[src/rtl/sar_search_8_pkg.sv]
// rtl/sar_search_8_pkg.sv - shared types and helpers for the SAR search controller
package sar_pkg;

  localparam int WAIT_W = 3;

  typedef enum logic [1:0] {
    IDLE,
    TRIAL,
    VERIFY,
    DONE
  } sar_state_e;

  typedef struct packed {
    logic equal;
    logic larger;
    logic smaller;
  } cmp_flags_t;

  function automatic logic flags_one_hot(input cmp_flags_t f);
    return (f == 3'b100) || (f == 3'b010) || (f == 3'b001);
  endfunction

endpackage

[src/rtl/sar_search_8_if.sv]
// rtl/sar_search_8_if.sv - comparator and control signals of the SAR search controller
interface sar_search_8_if #(
  parameter int WIDTH = 8
);
  logic             start;
  logic             cmp_equal;
  logic             cmp_larger;
  logic             cmp_smaller;
  logic [WIDTH-1:0] probe;
  logic             busy;
  logic             done;
  logic [WIDTH-1:0] result;
  logic             found;
  logic             err;

  modport master (
    input  start, cmp_equal, cmp_larger, cmp_smaller,
    output probe, busy, done, result, found, err
  );

  modport slave (
    output start, cmp_equal, cmp_larger, cmp_smaller,
    input  probe, busy, done, result, found, err
  );
endinterface

[src/rtl/sar_search_8_wait_timer.sv]
// rtl/sar_search_8_wait_timer.sv - loadable down-counter, expire after CMP_LAT+1 cycles
module sar_wait_timer
  import sar_pkg::*;
#(
  parameter int CMP_LAT = 1
) (
  input  logic clk,
  input  logic rst,
  input  logic load,
  output logic expire
);

  logic [WAIT_W-1:0] cnt;

  always_ff @(posedge clk) begin
    if (rst) begin
      cnt <= '0;
    end else if (load) begin
      cnt <= WAIT_W'(CMP_LAT);
    end else if (cnt != '0) begin
      cnt <= cnt - WAIT_W'(1);
    end
  end

  // The cycle the count reaches zero is the last cycle of the wait window.
  assign expire = (cnt == '0);

endmodule

[src/rtl/sar_search_8.sv]
// rtl/sar_search_8.sv - successive-approximation search driving comparator B operand
// Optional feature: SAR_SEARCH_EARLY_EXIT_EN ends the search on the first equal trial.
module sar_search_8
  import sar_pkg::*;
#(
  parameter int WIDTH   = 8,
  parameter int CMP_LAT = 1
) (
  input logic           clk,
  input logic           rst,
  sar_search_8_if.master bus
);

  localparam int               K_W   = (WIDTH > 1) ? $clog2(WIDTH) : 1;
  localparam logic [K_W-1:0]   K_TOP = K_W'(WIDTH - 1);
  localparam logic [WIDTH-1:0] ONE   = WIDTH'(1);

  sar_state_e       state, state_n;
  logic [K_W-1:0]   k, k_n;
  logic [WIDTH-1:0] acc, acc_n;
  logic [WIDTH-1:0] probe, probe_n;
  logic [WIDTH-1:0] result, result_n;
  logic             found, found_n;
  logic             err, err_n;
  logic             load;
  logic             expire;
  cmp_flags_t       flags;

  assign flags = {bus.cmp_equal, bus.cmp_larger, bus.cmp_smaller};

  sar_wait_timer #(
    .CMP_LAT(CMP_LAT)
  ) u_wait (
    .clk   (clk),
    .rst   (rst),
    .load  (load),
    .expire(expire)
  );

  always_ff @(posedge clk) begin
    if (rst) begin
      state  <= IDLE;
      k      <= '0;
      acc    <= '0;
      probe  <= '0;
      result <= '0;
      found  <= 1'b0;
      err    <= 1'b0;
    end else begin
      state  <= state_n;
      k      <= k_n;
      acc    <= acc_n;
      probe  <= probe_n;
      result <= result_n;
      found  <= found_n;
      err    <= err_n;
    end
  end

  always_comb begin
    state_n  = state;
    k_n      = k;
    acc_n    = acc;
    probe_n  = probe;
    result_n = result;
    found_n  = found;
    err_n    = err;
    load     = 1'b0;

    unique case (state)
      IDLE: begin
        if (bus.start) begin
          acc_n   = '0;
          found_n = 1'b0;
          err_n   = 1'b0;
          k_n     = K_TOP;
          probe_n = ONE << K_TOP;
          load    = 1'b1;
          state_n = TRIAL;
        end
      end

      TRIAL: begin
        if (expire) begin
          if (!flags_one_hot(flags)) begin
            err_n    = 1'b1;
            result_n = acc;
            state_n  = DONE;
          end
`ifdef SAR_SEARCH_EARLY_EXIT_EN
          else if (flags.equal) begin
            result_n = probe;
            found_n  = 1'b1;
            state_n  = DONE;
          end
`endif
          else begin
            // Equal keeps the bit, same as larger.
            acc_n[k] = ~flags.smaller;
            load     = 1'b1;
            if (k != '0) begin
              k_n     = k - K_W'(1);
              probe_n = acc_n | (ONE << (k - K_W'(1)));
            end else begin
              probe_n = acc_n;
              state_n = VERIFY;
            end
          end
        end
      end

      VERIFY: begin
        if (expire) begin
          found_n  = flags.equal;
          err_n    = !flags_one_hot(flags);
          result_n = acc;
          state_n  = DONE;
        end
      end

      DONE: begin
        state_n = IDLE;
      end

      default: begin
        state_n = IDLE;
      end
    endcase
  end

  assign bus.probe  = probe;
  assign bus.busy   = (state == TRIAL) || (state == VERIFY);
  assign bus.done   = (state == DONE);
  assign bus.result = result;
  assign bus.found  = found;
  assign bus.err    = err;

endmodule

[src/flat_wrapper.sv]
// flat-port wrapper written by rule: the top's interface ports become plain ports
module sar_search_8_flat import sar_pkg::*;
#(
  parameter int WIDTH   = 8,
  parameter int CMP_LAT = 1
)
  (clk, rst, bus_start, bus_cmp_equal, bus_cmp_larger, bus_cmp_smaller, bus_probe, bus_busy, bus_done, bus_result, bus_found, bus_err);
  sar_search_8_if #(.WIDTH(WIDTH)) bus_i ();
  input logic clk;
  input logic rst;
  input wire logic [$bits(bus_i.start)-1:0] bus_start;
  input wire logic [$bits(bus_i.cmp_equal)-1:0] bus_cmp_equal;
  input wire logic [$bits(bus_i.cmp_larger)-1:0] bus_cmp_larger;
  input wire logic [$bits(bus_i.cmp_smaller)-1:0] bus_cmp_smaller;
  output wire logic [$bits(bus_i.probe)-1:0] bus_probe;
  output wire logic [$bits(bus_i.busy)-1:0] bus_busy;
  output wire logic [$bits(bus_i.done)-1:0] bus_done;
  output wire logic [$bits(bus_i.result)-1:0] bus_result;
  output wire logic [$bits(bus_i.found)-1:0] bus_found;
  output wire logic [$bits(bus_i.err)-1:0] bus_err;
  assign bus_i.start = bus_start;
  assign bus_i.cmp_equal = bus_cmp_equal;
  assign bus_i.cmp_larger = bus_cmp_larger;
  assign bus_i.cmp_smaller = bus_cmp_smaller;
  assign bus_probe = bus_i.probe;
  assign bus_busy = bus_i.busy;
  assign bus_done = bus_i.done;
  assign bus_result = bus_i.result;
  assign bus_found = bus_i.found;
  assign bus_err = bus_i.err;
  sar_search_8 #(.WIDTH(WIDTH), .CMP_LAT(CMP_LAT)) u_core (.clk(clk), .rst(rst), .bus(bus_i));
endmodule
[config.mk]
export PLATFORM = sky130hd
export DESIGN_NAME = sar_search_8_flat
export DESIGN_NICKNAME = d
export VERILOG_FILES = /design/src/rtl/sar_search_8_pkg.sv /design/src/rtl/sar_search_8_if.sv /design/src/rtl/sar_search_8_wait_timer.sv /design/src/rtl/sar_search_8.sv /design/src/flat_wrapper.sv
export SDC_FILE = /design/constraint.sdc
export NUM_CORES = 1
export LEC_CHECK = 0
export BUFFER_PORTS_ARGS = -buffer_cell sky130_fd_sc_hd__buf_2
export CORE_UTILIZATION = 45
export CTS_BUF_LIST = sky130_fd_sc_hd__clkbuf_4
export DETAILED_ROUTE_END_ITERATION = 10
export GPL_TIMING_DRIVEN = 1
export PLACE_DENSITY = 0.65
export SYNTH_ARGS = -nofsm -noshare
export SYNTH_HDL_FRONTEND = slang
export SYNTH_HIERARCHICAL = 1
export SYNTH_SLANG_ARGS = --single-unit
export TNS_END_PERCENT = 1
[constraint.sdc]
create_clock -name clk -period 2.4 [get_ports clk]
set_input_delay 0.48 -clock clk [delete_from_list [all_inputs] [get_ports clk]]
set_output_delay 0.48 -clock clk [all_outputs]
set_load 0.02 [all_outputs]
==> impl_metrics.tcl <==
set metrics [dict create \
    area_growth_pct 15.1 \
    r2r_end "u_core/bus.probe[6]" \
    worst-path-buf-inv 2 \
    cp-end-kind "register" \
    start_util 0.484 \
    avgViaCountPerCell 5.50 \
    cp_slowest_cell "a211oi_4" \
    netlist_area_um2 1840 \
    hpwlAfterDp_um 2710 \
    worst-r2r-setup-slack_ns 0.28 \
    period_needed_ns 2.12 \
    crit_type "reg -> reg" \
    final_core_util 0.556 \
    period_share 0.883 \
    grt_pass1_vias 1377 \
    cts-buffers-inserted 5 \
    irDropWorstVdd_mv 0.859 \
    drt_iter0_drc 85 \
    clk_latency_ns 0.32 \
    worst_pin_slew_ns 0.533 \
    clkPwrFrac 0.185 \
    postCtsSetupRepairBufs 0 \
    status "finished, final reports clean" \
    port-buffer-count 25 \
    arrival_ns 2.37 \
    hp-start "u_core/bus.probe[4]" \
    synth_cell_types 45 \
    power_density_nw_per_um2 1290 \
    hold_depth 1 \
    setup_viol 0 \
    cts.sinks 34 \
    vias 1508 \
    die_width_um 65.9 \
    wl_per_cell_um 13.4 \
    clock_skew_ns 0.00520 \
    grt_pass1_wl_um 6170 \
    synthCells 198 \
    ctsHoldBuffers 0 \
    r2r_start "u_core/state[1]" \
    timing_hold_violations_final 0 \
    crit_required_ns 2.65 \
    die-height_um 65.9 \
    combPwrFrac 0.551 \
    clock.fmax_mhz 472 \
    clk_pin_slew_worst_paths_ns 0.10 \
    synth.yosys.warnings 6 \
    slew_violations 0 \
    antenna_found_initial 0 \
    dr.pass1.iters 4 \
    crit_path_start "u_core/state[1]" \
    cts_max_level 2 \
    wl_um 3680 \
    synthesis.nets 218 \
    overflow 0 \
    cpLargestDelayFamily "compound AO/OA/AOI/OAI gates" \
    synth-edff-count 0 \
    ioPinCount 26 \
    grt_max_degree 25 \
    p_sw_frac 0.441 \
    synth-async-reset-ratio 0 \
    crit_fanout 13 \
    ys.flop_type "dfxtp_1" \
    root_buffer "clkbuf_4" \
    cts_tree "done" \
    cap_violations 0 \
    avgSynthCellArea_um2 9.28 \
    rsz0062_at_grt "false" \
    yosysSeqAreaShare 0.371 \
    clockBufferDepth 2 \
    p_seq_frac 0.264 \
    grtUsageTotal 0.187 \
    tns_ns 0 \
    drc 0 \
    startpoint_type "register" \
    num_rows 22 \
    ff2ff_path_depth 7 \
    path_cells "inv_1 -> ha_1 -> inv_1 -> a211oi_4 -> nor2_4 -> nor2_4 -> o2bb2ai_1" \
    max_stage_delay_ns 0.38 \
    p_int_w 0.00153 \
    ys_seq_elements 34 \
    hold_end "u_core/bus.probe[4]" \
    num-nets-final 245 \
    die_area_um2 4340 \
    gp_congestion 0.845 \
    cts_resized 0 \
    p_leak_nw 0.914 \
    max-slew-margin-rel 0.644 \
    drive_above_1_share 0.212 \
    core_um2 3800 \
    hp-class "reg -> reg" \
    power_switching_w 0.00120 \
    diodes 0 \
    drtAntennaViolNets 0 \
]
[final cells by class]
type	instances	area, um^2
fill	354	1690
multi-input combinational	143	1070
sequential	34	681
timing repair buffer	29	155
clock inverter	3	63.8
tap	48	60.1
inverter	12	45.0
clock buffer	5	37.5
[cell families after synthesis]
family	share of synthesized area
adders and majority gates	0.0954
xor gates and xnor gates	0.00477
buffers and inverters	0.0504
AOI/OAI and AO/OA	0.261
muxes	0.0545
DFF	0.371
and+or+nand+nor	0.163
[cells in the mapped netlist, types with 2 or more instances]
master,number,area [um^2]
dfxtp_1,34,681
nor2b_1,6,37.5
nand2b_1,3,18.8
nand2_1,10,37.5
a211oi_1,3,22.5
inv_1,9,33.8
nor2_1,20,75.1
clkbuf_1,4,15.0
a211oi_2,2,25.0
buf_2,2,10.0
a41oi_1,4,35.0
ha_1,14,175
o2bb2ai_1,7,61.3
a311oi_1,3,26.3
nor2_4,2,22.5
nand3_1,2,10.0
o21ai_0,3,15.0
a22o_1,7,61.3
nor4_1,2,12.5
nor3_1,2,10.0
a21oi_1,16,80.1
o21ai_1,2,10.0
mux2i_1,10,100
inv_2,3,11.3
a31oi_1,6,37.5
nor3b_1,3,22.5
[sequential cells by signal, summed over array words and instances (netlist names)]
signal             flops
u_core/bus.found       1
u_core/u_wait/cnt      3
u_core/bus.probe       8
u_core/bus.err         1
u_core/k               3
u_core/state           2
u_core/acc             8
u_core/bus.result      8
[cell usage in the layout, fill, tap and decap left out, types with 3 or more instances in the layout]
master / Yosys / layout
a211oi_1: 3 / 3
a21oi_1: 16 / 16
a22o_1: 7 / 7
a311oi_1: 3 / 3
a31oi_1: 6 / 6
a41oi_1: 4 / 4
buf_2: 2 / 25
buf_4: 1 / 4
clkbuf_4: 0 / 5
dfxtp_1: 34 / 34
ha_1: 14 / 14
inv_1: 9 / 9
inv_2: 3 / 3
mux2i_1: 10 / 10
nand2_1: 10 / 10
nand2b_1: 3 / 3
nor2_1: 20 / 20
nor2b_1: 6 / 6
nor3b_1: 3 / 3
o21ai_0: 3 / 3
o2bb2ai_1: 7 / 7
[per-stage QoR]
stage / instances / total power (W) / hold slack [ns] / instance area [um^2] / setup slack (ns)
final: 274 / 0.00273 / 0.475 / 2110 / 0.281
after global routing: 274 / 0.00295 / 0.489 / 2110 / 0.0554
after CTS: 274 / 0.00273 / 0.478 / 2110 / 0.148
after detailed placement: 266 / 0.00222 / 0.445 / 2000 / 0.194
after global placement: 266 / 0.00219 / 0.443 / 2000 / 0.249
after floorplan: 198 / 0.00191 / 0.471 / 1840 / 0.367
[layer usage]
layer  track usage  wire, um  vias up  part of all wire
li1              -         -      778                 -
met1         0.250      1900      698              0.52
met2         0.284      1600       28              0.44
met3        0.0448       140        4             0.038
met4        0.0761        34        0            0.0092
met5             0         0        -                 0
[worst max-delay path by stage]
stage | end | depth (start not counted)
after floorplan | u_core/state[0] | 8
after global placement | u_core/acc[4] | 7
after detailed placement | u_core/acc[1] | 7
after CTS | u_core/bus.probe[6] | 7
after global routing | u_core/state[0] | 9
final | u_core/bus.probe[6] | 7
[power groups by stage]
stage | logic (W) | clock network, W | registers [W]
finish | 0.00150 | 0.000505 | 0.000719
global route | 0.00168 | 0.000546 | 0.000730
CTS | 0.00149 | 0.000524 | 0.000716
detailed placement | 0.00149 | 0 | 0.000729
global placement | 0.00147 | 0 | 0.000723
floorplan | 0.00116 | 0 | 0.000754
Note: power is estimated with default switching activity, not from simulation.
